<file path="src/rtl/proc_muldiv_pkg.sv">
// Shared encodings for the iterative multiply/divide unit: fn codes, FSM states
// and the fn classifier (mul vs div, operand signedness, upper/remainder select).
package proc_muldiv_pkg;

  localparam logic [2:0] FN_MUL    = 3'd0;
  localparam logic [2:0] FN_MULH   = 3'd1;
  localparam logic [2:0] FN_MULHSU = 3'd2;
  localparam logic [2:0] FN_MULHU  = 3'd3;
  localparam logic [2:0] FN_DIV    = 3'd4;
  localparam logic [2:0] FN_DIVU   = 3'd5;
  localparam logic [2:0] FN_REM    = 3'd6;
  localparam logic [2:0] FN_REMU   = 3'd7;

  typedef enum logic [1:0] {
    ST_IDLE = 2'd0,
    ST_CALC = 2'd1,
    ST_DONE = 2'd2
  } state_t;

  // sel_upper: high product half for multiplies, remainder for divides.
  typedef struct packed {
    logic is_div;
    logic a_signed;
    logic b_signed;
    logic sel_upper;
  } fn_class_t;

  function automatic fn_class_t classify_fn(input logic [2:0] fn);
    fn_class_t c;
    c = '0;
    case (fn)
      FN_MUL:    c = fn_class_t'(4'b0000);
      FN_MULH:   c = fn_class_t'(4'b0111);
      FN_MULHSU: c = fn_class_t'(4'b0101);
      FN_MULHU:  c = fn_class_t'(4'b0001);
      FN_DIV:    c = fn_class_t'(4'b1110);
      FN_DIVU:   c = fn_class_t'(4'b1000);
      FN_REM:    c = fn_class_t'(4'b1111);
      FN_REMU:   c = fn_class_t'(4'b1001);
      default:   c = '0;
    endcase
    return c;
  endfunction

endpackage

</file>
<file path="src/rtl/proc_muldiv_step.sv">
// One iteration of the muldiv datapath: shift-add multiply (mode=0) or
// restoring trial-subtract divide (mode=1) over shared acc/sh/op registers.
module proc_muldiv_step
  import proc_muldiv_pkg::*;
#(
  parameter int p_nbits = 32
) (
  input  logic                 mode,
  input  logic [2*p_nbits-1:0] acc,
  input  logic [2*p_nbits-1:0] sh,
  input  logic [p_nbits-1:0]   op,
  output logic [2*p_nbits-1:0] acc_nxt,
  output logic [2*p_nbits-1:0] sh_nxt,
  output logic [p_nbits-1:0]   op_nxt
);

  // Divide: acc[p_nbits:0] is the partial remainder, op shifts dividend bits
  // out at the top while quotient bits enter at the bottom, sh holds the divisor.
  logic [p_nbits:0]   shifted;
  logic [p_nbits+1:0] diff;

  always_comb begin
    shifted = {acc[p_nbits-1:0], op[p_nbits-1]};
    diff    = {1'b0, shifted} - {2'b00, sh[p_nbits-1:0]};
    acc_nxt = acc;
    sh_nxt  = sh;
    op_nxt  = op;
    if (!mode) begin
      if (op[0]) acc_nxt = acc + sh;
      sh_nxt = {sh[2*p_nbits-2:0], 1'b0};
      op_nxt = {1'b0, op[p_nbits-1:1]};
    end else begin
      acc_nxt = '0;
      if (!diff[p_nbits+1]) acc_nxt[p_nbits:0] = diff[p_nbits:0];
      else                  acc_nxt[p_nbits:0] = shifted;
      op_nxt = {op[p_nbits-2:0], ~diff[p_nbits+1]};
    end
  end

endmodule

</file>
<file path="src/rtl/proc_muldiv_unit.sv">
// Iterative RV32M multiply/divide unit with val/rdy streams, p_nbits+1 cycle latency.
// Define PROC_MULDIV_EARLY_EXIT_EN for early multiply exit and immediate divide-by-zero.
module proc_muldiv_unit
  import proc_muldiv_pkg::*;
#(
  parameter int p_nbits = 32
) (
  input  logic               clk,
  input  logic               reset,
  input  logic               istream_val,
  output logic               istream_rdy,
  input  logic [2:0]         istream_msg_fn,
  input  logic [p_nbits-1:0] istream_msg_a,
  input  logic [p_nbits-1:0] istream_msg_b,
  output logic               ostream_val,
  input  logic               ostream_rdy,
  output logic [p_nbits-1:0] ostream_msg
);

  localparam int N  = p_nbits;
  localparam int CW = $clog2(p_nbits + 1);

  state_t            state, state_nxt;
  logic [CW-1:0]     cnt;
  fn_class_t         cls, cls_q;
  logic              neg_q, res_neg, a_neg, b_neg, calc_exit;
  logic [N-1:0]      mag_a, mag_b, op, op_nxt, msg, result;
  logic [N-1:0]      quo_fix, rem_fix;
  logic [2*N-1:0]    acc, sh, acc_nxt, sh_nxt, prod_fix;

  // Handshake: a request is taken when istream_val & istream_rdy at a clock edge,
  // a result is released when ostream_val & ostream_rdy; both valid/ready outputs
  // depend only on state and reset.
  assign istream_rdy = (state == ST_IDLE) & ~reset;
  assign ostream_val = (state == ST_DONE) & ~reset;
  assign ostream_msg = msg;

  always_comb begin
    cls   = classify_fn(istream_msg_fn);
    a_neg = cls.a_signed & istream_msg_a[N-1];
    b_neg = cls.b_signed & istream_msg_b[N-1];
    mag_a = a_neg ? -istream_msg_a : istream_msg_a;
    mag_b = b_neg ? -istream_msg_b : istream_msg_b;
    // Divide by zero keeps a positive all-ones quotient; remainder follows a.
    if (!cls.is_div)       res_neg = a_neg ^ b_neg;
    else if (cls.sel_upper) res_neg = a_neg;
    else                    res_neg = (a_neg ^ b_neg) & (istream_msg_b != '0);
  end

  proc_muldiv_step #(.p_nbits(N)) u_step (
    .mode    (cls_q.is_div),
    .acc     (acc),
    .sh      (sh),
    .op      (op),
    .acc_nxt (acc_nxt),
    .sh_nxt  (sh_nxt),
    .op_nxt  (op_nxt)
  );

  always_comb begin
    calc_exit = (cnt == '0);
`ifdef PROC_MULDIV_EARLY_EXIT_EN
    if (cls_q.is_div ? (sh[N-1:0] == '0) : (op == '0)) calc_exit = 1'b1;
`endif
  end

  always_comb begin
    prod_fix = neg_q ? -acc : acc;
    quo_fix  = neg_q ? -op : op;
    rem_fix  = neg_q ? -acc[N-1:0] : acc[N-1:0];
    if (!cls_q.is_div) result = cls_q.sel_upper ? prod_fix[2*N-1:N] : prod_fix[N-1:0];
    else               result = cls_q.sel_upper ? rem_fix : quo_fix;
`ifdef PROC_MULDIV_EARLY_EXIT_EN
    // No iterations ran: op still holds |a|, so the signed-fixed op is a itself.
    if (cls_q.is_div && (sh[N-1:0] == '0)) result = cls_q.sel_upper ? quo_fix : '1;
`endif
  end

  always_comb begin
    state_nxt = state;
    case (state)
      ST_IDLE: if (istream_val) state_nxt = ST_CALC;
      ST_CALC: if (calc_exit)   state_nxt = ST_DONE;
      ST_DONE: if (ostream_rdy) state_nxt = ST_IDLE;
      default: state_nxt = ST_IDLE;
    endcase
  end

  always_ff @(posedge clk) begin
    if (reset) state <= ST_IDLE;
    else       state <= state_nxt;
  end

  always_ff @(posedge clk) begin
    if (reset) begin
      cnt   <= '0;
      cls_q <= '0;
      neg_q <= 1'b0;
      acc   <= '0;
      sh    <= '0;
      op    <= '0;
      msg   <= '0;
    end else begin
      case (state)
        ST_IDLE: if (istream_val) begin
          cls_q <= cls;
          neg_q <= res_neg;
          cnt   <= CW'(N);
          acc   <= '0;
          if (cls.is_div) begin
            sh <= {{N{1'b0}}, mag_b};
            op <= mag_a;
          end else begin
            sh <= {{N{1'b0}}, mag_a};
            op <= mag_b;
          end
        end
        ST_CALC: if (calc_exit) begin
          msg <= result;
        end else begin
          acc <= acc_nxt;
          sh  <= sh_nxt;
          op  <= op_nxt;
          cnt <= cnt - 1'b1;
        end
        default: ;
      endcase
    end
  end

endmodule
</file>
<file path="config.mk">
export PLATFORM = sky130hd
export DESIGN_NAME = proc_muldiv_unit
export DESIGN_NICKNAME = d
export VERILOG_FILES = /design/src/rtl/proc_muldiv_pkg.sv /design/src/rtl/proc_muldiv_step.sv /design/src/rtl/proc_muldiv_unit.sv
export SDC_FILE = /design/constraint.sdc
export NUM_CORES = 1
export LEC_CHECK = 0
export BUFFER_PORTS_ARGS = -buffer_cell sky130_fd_sc_hd__buf_4
export CAP_MARGIN = 25
export CORE_MARGIN = 1
export CORE_UTILIZATION = 45
export CTS_CLUSTER_SIZE = 20
export DETAILED_ROUTE_END_ITERATION = 10
export PLACE_DENSITY = 0.74
export SYNTH_ARGS = -nofsm -noshare
export SYNTH_HDL_FRONTEND = slang
export SYNTH_SLANG_ARGS = --single-unit
</file>
<file path="constraint.sdc">
create_clock -name clk -period 3.7 [get_ports clk]
set_clock_uncertainty 0.05 [all_clocks]
set_input_delay 0.185 -clock clk [delete_from_list [all_inputs] [get_ports clk]]
set_output_delay 0.185 -clock clk [all_outputs]
set_load 0.1 [all_outputs]
</file>
==> run metrics, run 1 <==
peak supply drop=0.000408 V; post-CTS setup buffer count=0; pin count of the biggest net entering global routing=between 60 and 70; CP Data Arrival Time=3.93 ns; Post-synth top cells=nand2_1 (246), nor2_1 (237), dfxtp_1 (203); WP depth=10; dpl cells=about 3,100; Final period util=between 90% and 100%; FP Rows=73; worst reg2reg path depth=10; Post-synth EDFFs=0; WHS=~0.078 ns; status=complete, no violations; critical path startpoint category=flip-flop; fin cells=just over 3,000; drt total wl=~65,000 um; slowest stage delay, CP=0.54 ns; NetSw=between 5 and 6 mW; Multi-input gate area=~13,000 um2; Congestion Overflow GR=0; CP Capture Type=flip-flop; CP max-delay cell=or4_4; TritonRoute pass-1 iters=5; routed length per instance=~21 um; cts bufs inserted=26; via/cell ratio=6.26; post-synth cell types=79; Starting DRT DRC Count=around 1,700; Clk pwr share=roughly a quarter; Synth Instances=approximately 2,500; antenna viol nets, final=0; Area contributors post-synth=dfxtp_1 (22%), ha_1 (7.1%), xnor2_1 (5.6%); Worst Path Class, Setup=flip-flop to flip-flop; CP Max Fanout=7; count of input and output buffers=104; Die Span X=approximately 200 um; Starting Density=roughly 46%; Seq/Total Area, Yosys=22.3%; Gate power share=about 50%; sequential power share=about a quarter; max-cap violations=0; routability cong.=roughly 1; RSZ-0062 raised after global routing=yes; worst min-delay path class=primary input to flip-flop; FMAX=0.280 GHz; layout cells sized above 1=between 10% and 20%; Hold Path Origin=istream_msg_a[30]; Synth top area share=22.3%; TNS Setup=0 ns; CP required=4.06 ns; Yosys top cell by area=dfxtp_1; Synthesized Nets=2,671; IO Pins=around 110; CTS tree=yes; Mapped Avg Cell Area=7.30 um2; die area=about 41,000 um2; reg-to-reg startpoint=acc[18]; worst skew pair latency=~0.56 ns; clk sink count=approximately 200; Cell Area, Synth=between 15,000 and 20,000 um2; clock-pin slew on the worst setup and hold paths=0.06 ns; Fin. Hold Viols=0; Core Region=roughly 40,000 um2; DRC Markers=0; CTS Buffer Depth=3; setup violators final=0; cells along the critical path=or4_4, or4_1, or2_0, nor3_4, nand2_1, o41ai_1, xor2_1, o21ai_0, a211oi_1, nor3_1; Reg2Reg Setup Slack=0.13 ns; nets@finish=~2,700; RR Endpoint=ostream_msg[15]; critical path launch point=acc[18]; fin util=52.5%; first-pass GRT wire length=a little over 100,000 um; CP top delay family=simple AND/OR/NAND/NOR gates; Internal Power=approximately 6.2 mW; Synth async-reset ratio=0%; critical path endpoint=ostream_msg[15]; PD cells=about 550 nW/um2; number of global-route vias before repair=around 18,000; FF+latch count, synth=203; fin. max-slew vios=0; area delta synth->final=14.8%; sw frac=46.2%; Buf/Inv on CP=0; die extent in y=slightly above 200 um; fillers=between 3,000 and 4,000; crit path time final=between 3 and 4 ns; Slew headroom=a little over a third; worst slew pin tran=about 0.96 ns; Yosys warning count=0; Synth Flop Type=dfxtp_1; detailed placer's ending HPWL=around 50,000 um; count leader, synth=nand2_1; routed via count=between 15,000 and 20,000; n_diodes=0; Sequential Area=4070 um2; Global Route Usage Sum=30.5%; Static Leak=8.61 nW; clk root buf=clkbuf_16; H-tree Lvls=1; initial antenna violation count=0
[repair_timing]
| item | in CTS | in global routing |
|---|---|---|
| setup endpoints to repair | 0 | 32 |
| endpoints found under the hold margin | 4 | 0 |
| hold buffers | 6 | 0 |
| gates resized for setup | 0 | 12 |
[cell families after synthesis]
| family | synth area share [%] |
|---|---|
| AOI/OAI and AO/OA | 31.1 |
| and+or+nand+nor | 20.1 |
| buffers and inverters | 5.30 |
| xor gates and xnor gates | 10.6 |
| DFF | 22.3 |
| adders and majority gates | 7.29 |
| muxes | 3.31 |
[per-layer routing]
metal  global-route usage [%]  vias to the layer above  wire length [um]
li1                         -                     9321                 -
met1                     39.9                     9100             27300
met2                     48.5                      848             28600
met3                     3.80                      183              4730
met4                     17.3                        0              4000
met5                        0                        -                 0
[worst reg2reg max path, stage by stage (launching register included)]
cell	delay [ns]
dfxtp_1	0.41
or4_4	0.54
or4_1	0.44
or2_0	0.35
nor3_4	0.33
nand2_1	0.15
o41ai_1	0.32
xor2_1	0.28
o21ai_0	0.18
a211oi_1	0.30
nor3_1	0.09
[registers in the layout, indices dropped and copies added, names as in the netlist]
| register | cells |
|---|---|
| acc | 64 |
| cls_q | 2 |
| cnt | 6 |
| neg_q | 1 |
| op | 32 |
| ostream_msg | 32 |
| sh | 64 |
| state | 2 |
[stage by stage]
stage          cell area [um2]  power [mW]  setup WS (ns)
3_5_place_dp             19900        8.62         0.0857
2_1_floorplan            18200        6.93          0.348
4_1_cts                  20900        11.4         0.0752
5_1_grt                  20900        12.2        -0.0512
3_3_place_gp             19900        8.55          0.112
6_report                 20900        11.6          0.134
[power groups by stage]
stage          combinational [mW]  clock [mW]  sequential [mW]
2_1_floorplan                3.52           0             3.41
3_3_place_gp                 5.56           0             2.98
3_5_place_dp                 5.62           0             3.00
4_1_cts                      5.66        2.83             2.95
5_1_grt                      6.24        2.92             3.02
6_report                     5.78        2.80             2.97
[how the worst min path moves through the flow]
stage	depth (start not counted)	slack, ns	to
finish	4	0.08	op[31]
global route	4	0.11	op[31]
CTS	5	0.06	sh[4]
detailed placement	2	0.39	ostream_msg[30]
global placement	2	0.38	ostream_msg[30]
floorplan	3	0.31	state[1]
[cells in the final DEF (no fill, tap or decap), types with 28 or more instances in the layout]
cell / instances
a211oi_1: 74
a21o_1: 62
a221oi_1: 28
or3_1: 29
inv_1: 81
buf_4: 202
a31oi_1: 29
nand3_1: 36
xor2_1: 103
nand4_1: 33
o31ai_1: 41
a21oi_1: 198
nor3_1: 81
nand2_1: 246
dfxtp_1: 200
nor2_1: 234
o211ai_1: 34
o21ai_0: 188
ha_1: 101
mux2i_1: 49
a22oi_1: 52
xnor2_1: 117
[final cells by class]
cell class	instances	share of cell area [%]
inverters	82	1.47
multi-input cells	2038	63.5
repair buffers	212	7.92
clock inverters	14	1.03
flip-flops and latches	203	19.5
clock buffers	33	3.48
well taps	525	3.14
Note: power is estimated with default switching activity, not from simulation.
==> inputs of run 2 (changes only) <==
RECOVER_POWER = 25   (was unset)
==> run 2 against run 1 <==
Compared with the run above: the run now ends with capacitance limit, slew limit left; first-iteration DRC count grew 1.2%; flip-flop and latch count is the same; clock power is essentially flat; register-to-register slack lost 0.03 ns; sequential power is essentially flat; hold slack gained 0.0017 ns; sequential share of layout area grew 0.13 points; critical path depth is the same; clock-buffer cell count is the same; total power shrank 0.69%; critical endpoint unchanged; largest cell class unchanged.
==> run metrics, run 2 (same netlist as run 1, synthesis figures left out) <==
FMAX=0.278 GHz; Sequential Area=roughly 4100 um2; clock-pin slew on the worst setup and hold paths=roughly 0.06 ns; WHS Endpoint=op[30]; nets@finish=2,739; post-CTS setup buffer count=0; Reg2Reg Setup Slack=~0.10 ns; reg-to-reg startpoint=acc[18]; final std cell area, no fill=about 21,000 um2; clk sink count=203; worst slew pin tran=1.50 ns; CTS tree=yes; cells along the critical path=or4_4, or4_1, or2_0, nor3_4, nand2_1, o41ai_1, xor2_1, o21ai_0, a211oi_1, nor3_1; area delta synth->final=14.0%; clk root buf=clkbuf_16; CP top delay family=simple AND/OR/NAND/NOR gates; fin. max-slew vios=1; routed length per instance=20.8 um; via/cell ratio=6.24; setup violators final=0; worst skew pair latency=between 0.5 and 0.6 ns; fillers=roughly 3,900; Static Leak=8.47 nW; Core Region=39,800 um2; Place WS=0.0857 ns; commonest non-fill, non-tap cell in the layout=nand2_1; die extent in y=between 200 and 250 um; slowest stage delay, CP=between 0.5 and 0.6 ns; cts bufs inserted=26; Multi-input gate area=13,300 um2; FP Rows=73; crit path time final=~3.6 ns; status=finished, violations left; Hold Path Origin=istream_msg_a[30]; Starting DRT DRC Count=1,725; Largest regs=acc: 64 flops, sh: 64 flops; Slew headroom=-0.535%; CP Data Arrival Time=between 3 and 4 ns; initial antenna violation count=0; Final period util=97.2%; DP Area=between 15,000 and 20,000 um2; drt total wl=64,700 um; fin util=a little over half; detailed placer's ending HPWL=~50,000 um; antenna viol nets, final=0; PD cells=between 500 and 600 nW/um2; Global Route Usage Sum=around 31%; TritonRoute pass-1 iters=5; die area=between 40,000 and 50,000 um2; Tot Pwr=11.5 mW; H-tree Lvls=1; count of input and output buffers=approximately 100; critical path startpoint category=flip-flop; max-cap violations=1; Die Span X=just over 200 um; Congestion Overflow GR=0; routability cong.=~1.0; min setup slack post-route=0.105 ns; worst min-delay path class=primary input to flip-flop; number of global-route vias before repair=18,100; RR Endpoint=ostream_msg[15]; first-pass GRT wire length=101,000 um; CP required=between 4 and 5 ns; peak supply drop=just over 0.0004 V; IO Pins=105; Fin. Hold Viols=0; RSZ-0062 raised after global routing=yes; Worst Hold Path Cells=5; pin count of the biggest net entering global routing=65; CP Capture Type=flip-flop; Worst Path Class, Setup=flip-flop to flip-flop; CP Max Fanout=7; routed via count=about 19,000; DRC Markers=0; n_diodes=0; most frequent cells in the layout=nand2_1 (246), nor2_1 (234), dfxtp_1 (200); Buf/Inv on CP=0; worst reg2reg path depth=10; Starting Density=45.7%; layout cells sized above 1=between 10% and 20%; failing checks=capacitance limit, slew limit; CP max-delay cell=or4_4; CTS Buffer Depth=3
==> run 2: worst max-delay path by stage <==
| stage | startpoint | end | depth (start not counted) |
|---|---|---|---|
| global route | sh[0] | acc[62] | 14 |
| floorplan | acc[19] | acc[23] | 13 |
| finish | acc[18] | ostream_msg[15] | 10 |
| global placement | acc[0] | acc[62] | 14 |
| CTS | acc[0] | acc[62] | 14 |
| detailed placement | sh[0] | acc[62] | 14 |
==> run 2: per-stage QoR <==
| stage | hold WS [ns] | instances | TNS [ns] |
|---|---|---|---|
| final | 0.0796 | 3107 | 0 |
| after global routing | 0.112 | 3107 | -0.100 |
| after CTS | 0.0618 | 3107 | 0 |
| after detailed placement | 0.389 | 3054 | 0 |
| after global placement | 0.380 | 3054 | 0 |
| after floorplan | 0.308 | 2495 | 0 |
==> run 2: per-layer routing <==
layer | global-route usage (%) | wire, um | part of all wire, % | up-vias
met5 | 0 | 0 | 0 | -
met4 | 17.3 | 3970 | 6.1 | 0
met2 | 48.5 | 28500 | 44 | 853
met3 | 3.80 | 4880 | 7.6 | 172
li1 | - | - | - | 9315
met1 | 39.9 | 27300 | 42 | 9060
==> run 2: layout make-up <==
| cell class | instances | area share (%) |
|---|---|---|
| clock buffer | 33 | 3.51 |
| inverter | 82 | 1.48 |
| timing repair buffer | 212 | 7.37 |
| clock inverter | 14 | 1.04 |
| multi-input combinational | 2038 | 63.8 |
| tap | 525 | 3.16 |
| sequential | 203 | 19.6 |
==> run 2: timing repair <==
item	in CTS	in global routing
setup endpoints to repair	0	32
endpoints found under the hold margin	4	0
gates resized for setup	0	12
hold buffers	6	0
==> run 2: report_power, final <==
group,internal (mW),leakage (nW),switching (mW),total (mW)
Clock,1.74,0.457,1.06,2.80
Sequential,2.53,1.66,0.438,2.97
Combinational,1.87,6.36,3.83,5.70
Total,6.14,8.47,5.33,11.5
==> run 2: worst reg2reg max path: stages (launching register included) <==
cell and delay, ns:
dfxtp_1 0.41, or4_4 0.54, or4_1 0.44, or2_0 0.36, nor3_4 0.34, nand2_1 0.15, o41ai_1 0.32, xor2_1 0.27
o21ai_0 0.17, a211oi_1 0.30, nor3_1 0.09
==> inputs of run 3 (changes only) <==
MAX_ROUTING_LAYER = met4   (was unset)
==> run 3 against run 2 <==
Compared with the run above: the run ends with capacitance limit left; total power is 1.5% lower; combinational power is 2% higher; worst setup slack better by 0.029 ns; flip-flop and latch count stayed put; die area stayed put; first-iteration DRC count is 5.0% higher; non-clock buffer count is 11 higher; global-route usage is 1.4 points higher; clock power is 10% lower; critical endpoint unchanged; largest cell class unchanged; largest power group unchanged; highest routed layer unchanged.
==> run metrics, run 3 (same netlist as run 1, synthesis figures left out) <==
fin. max-slew vios=0; Worst Hold Path Cells=4; reg-to-reg startpoint=acc[16]; antenna viol nets, final=0; most frequent cells in the layout=nand2_1 (245), nor2_1 (234), dfxtp_1 (200); Buf/Inv on CP=0; Fin. Hold Viols=0; CTS Buffer Depth=3; FP Rows=73; CP top delay family=simple AND/OR/NAND/NOR gates; fillers=3,878; first-pass GRT wire length=102,000 um; via/cell ratio=between 6 and 7; number of global-route vias before repair=18,500; CP Data Arrival Time=3.92 ns; clk sink count=between 200 and 250; worst min-delay path class=primary input to flip-flop; layout cells sized above 1=a little over a tenth; die area=just over 40,000 um2; fin util=52.2%; Core Region=between 30,000 and 40,000 um2; area delta synth->final=14.2%; FMAX=~0.28 GHz; worst reg2reg path depth=10; clock-pin slew on the worst setup and hold paths=around 0.060 ns; Clk pwr share=approximately 22%; WHS Endpoint=neg_q; Place WS=-0.00996 ns; Slew headroom=0.595%; sequential power share=approximately a quarter; count of input and output buffers=around 100; Starting Density=between 40% and 50%; Die Span X=between 200 and 250 um; commonest non-fill, non-tap cell in the layout=nand2_1; min setup slack post-route=0.133 ns; crit path time final=roughly 3.6 ns; Hold Path Origin=istream_msg_b[31]; CTS tree=yes; clk root buf=clkbuf_16; peak supply drop=between 0.0003 and 0.0004 V; Reg2Reg Setup Slack=0.13 ns; CP required=slightly above 4 ns; setup violators final=0; cells along the critical path=or4_4, or4_1, or2_1, nor3_4, nand2_1, o41ai_1, xor2_1, o21ai_0, a211oi_2, nor3_1; Largest regs=acc: 64 flops, sh: 64 flops; Internal Power=about 5.9 mW; RSZ-0062 raised after global routing=yes; Global Route Usage Sum=31.9%; Static Leak=around 8.5 nW; CP Max Fanout=7; n_diodes=0; Congestion Overflow GR=0; DRC Markers=0; RR Endpoint=ostream_msg[15]; NetSw=~5.4 mW; IO Pins=~110; die extent in y=203 um; worst slew pin tran=roughly 1.5 ns; TritonRoute pass-1 iters=5; Final period util=between 90 and 100%; H-tree Lvls=1; sw frac=between 40% and 50%; failing checks=capacitance limit; slowest stage delay, CP=approximately 0.60 ns; max-cap violations=1; Starting DRT DRC Count=1,812; routability cong.=1.03; pin count of the biggest net entering global routing=72; Worst Path Class, Setup=flip-flop to flip-flop; Gate power share=about half; critical path startpoint category=flip-flop; cts bufs inserted=26; worst skew pair latency=0.55 ns; drt total wl=66,100 um; PD cells=543 nW/um2; CP Capture Type=flip-flop; initial antenna violation count=0; routed via count=between 15,000 and 20,000; nets@finish=approximately 2,800; routed length per instance=around 21 um; status=finished, violations left; CP max-delay cell=or4_4; detailed placer's ending HPWL=50,600 um
## run 3: cell count changes in the layout (fill, tap and decap cells not counted), sizes merged
cell	before	now
inv	82	81
clkbuf	67	68
clkinvlp	2	3
buf	172	184
clkinv	7	6
bufinv	5	2
dlygate4sd3	6	5
## run 3: cell type report
| cell class | instances | area, um2 | area share, % |
|---|---|---|---|
| multi-input combinational | 2038 | 13300 | 64.0 |
| sequential | 203 | 4070 | 19.6 |
| inverter | 82 | 308 | 1.48 |
| tap | 525 | 657 | 3.16 |
| clock buffer | 34 | 722 | 3.47 |
| timing repair buffer | 223 | 1610 | 7.73 |
| clock inverter | 10 | 111 | 0.536 |
## run 3: worst max-delay path by stage
stage | startpoint | end | cells past startpoint
final | acc[16] | ostream_msg[15] | 10
after floorplan | acc[19] | acc[23] | 13
after global routing | sh[0] | acc[62] | 14
after CTS | acc[0] | acc[62] | 14
after global placement | acc[8] | acc[42] | 13
after detailed placement | acc[8] | acc[42] | 13
## run 3: worst min-delay path: cells and delay by family
| family | cells | cell delay [ns] |
|---|---|---|
| AOI/OAI and AO/OA | 3 | 0.30 |
| buffers and inverters | 1 | 0.12 |
## run 3: per-layer routing
metal	track usage (%)	wire [um]	share of wire (%)	up-vias
li1	-	-	-	9356
met1	39.7	27800	42	9328
met2	49.6	29600	45	919
met3	4.41	4830	7.3	173
met4	18.2	3960	6.0	0
met5	-	0	0	-
## run 3: metrics by stage
stage / instances / setup TNS [ns] / power [mW] / instance area [um2] / hold WS, ns
after detailed placement: 3065 / -0.00996 / 8.71 / 19900 / 0.388
after global routing: 3115 / -0.0285 / 11.9 / 20800 / 0.0657
after floorplan: 2495 / 0 / 6.93 / 18200 / 0.308
final: 3115 / 0 / 11.3 / 20800 / 0.0432
after CTS: 3114 / 0 / 11.2 / 20800 / 0.0125
after global placement: 3065 / -0.0322 / 8.60 / 19900 / 0.383
## run 3: power by group through the flow
stage | Sequential, mW | Combinational (mW) | Clock (mW)
2_1_floorplan | 3.41 | 3.52 | 0
3_3_place_gp | 2.98 | 5.62 | 0
3_5_place_dp | 3.00 | 5.71 | 0
4_1_cts | 2.95 | 5.75 | 2.54
5_1_grt | 3.01 | 6.25 | 2.63
6_report | 2.97 | 5.81 | 2.51
## run 3: timing repair
| item | 4_1_cts | 5_1_grt |
|---|---|---|
| hold buffers | 5 | 0 |
| pin swaps | 0 | 4 |
| gates cloned | 0 | 0 |
| setup buffers | 0 | 1 |
| resized for setup | 2 | 21 |
| endpoints found under the hold margin | 4 | 0 |
| endpoints found under the setup margin | 2 | 54 |
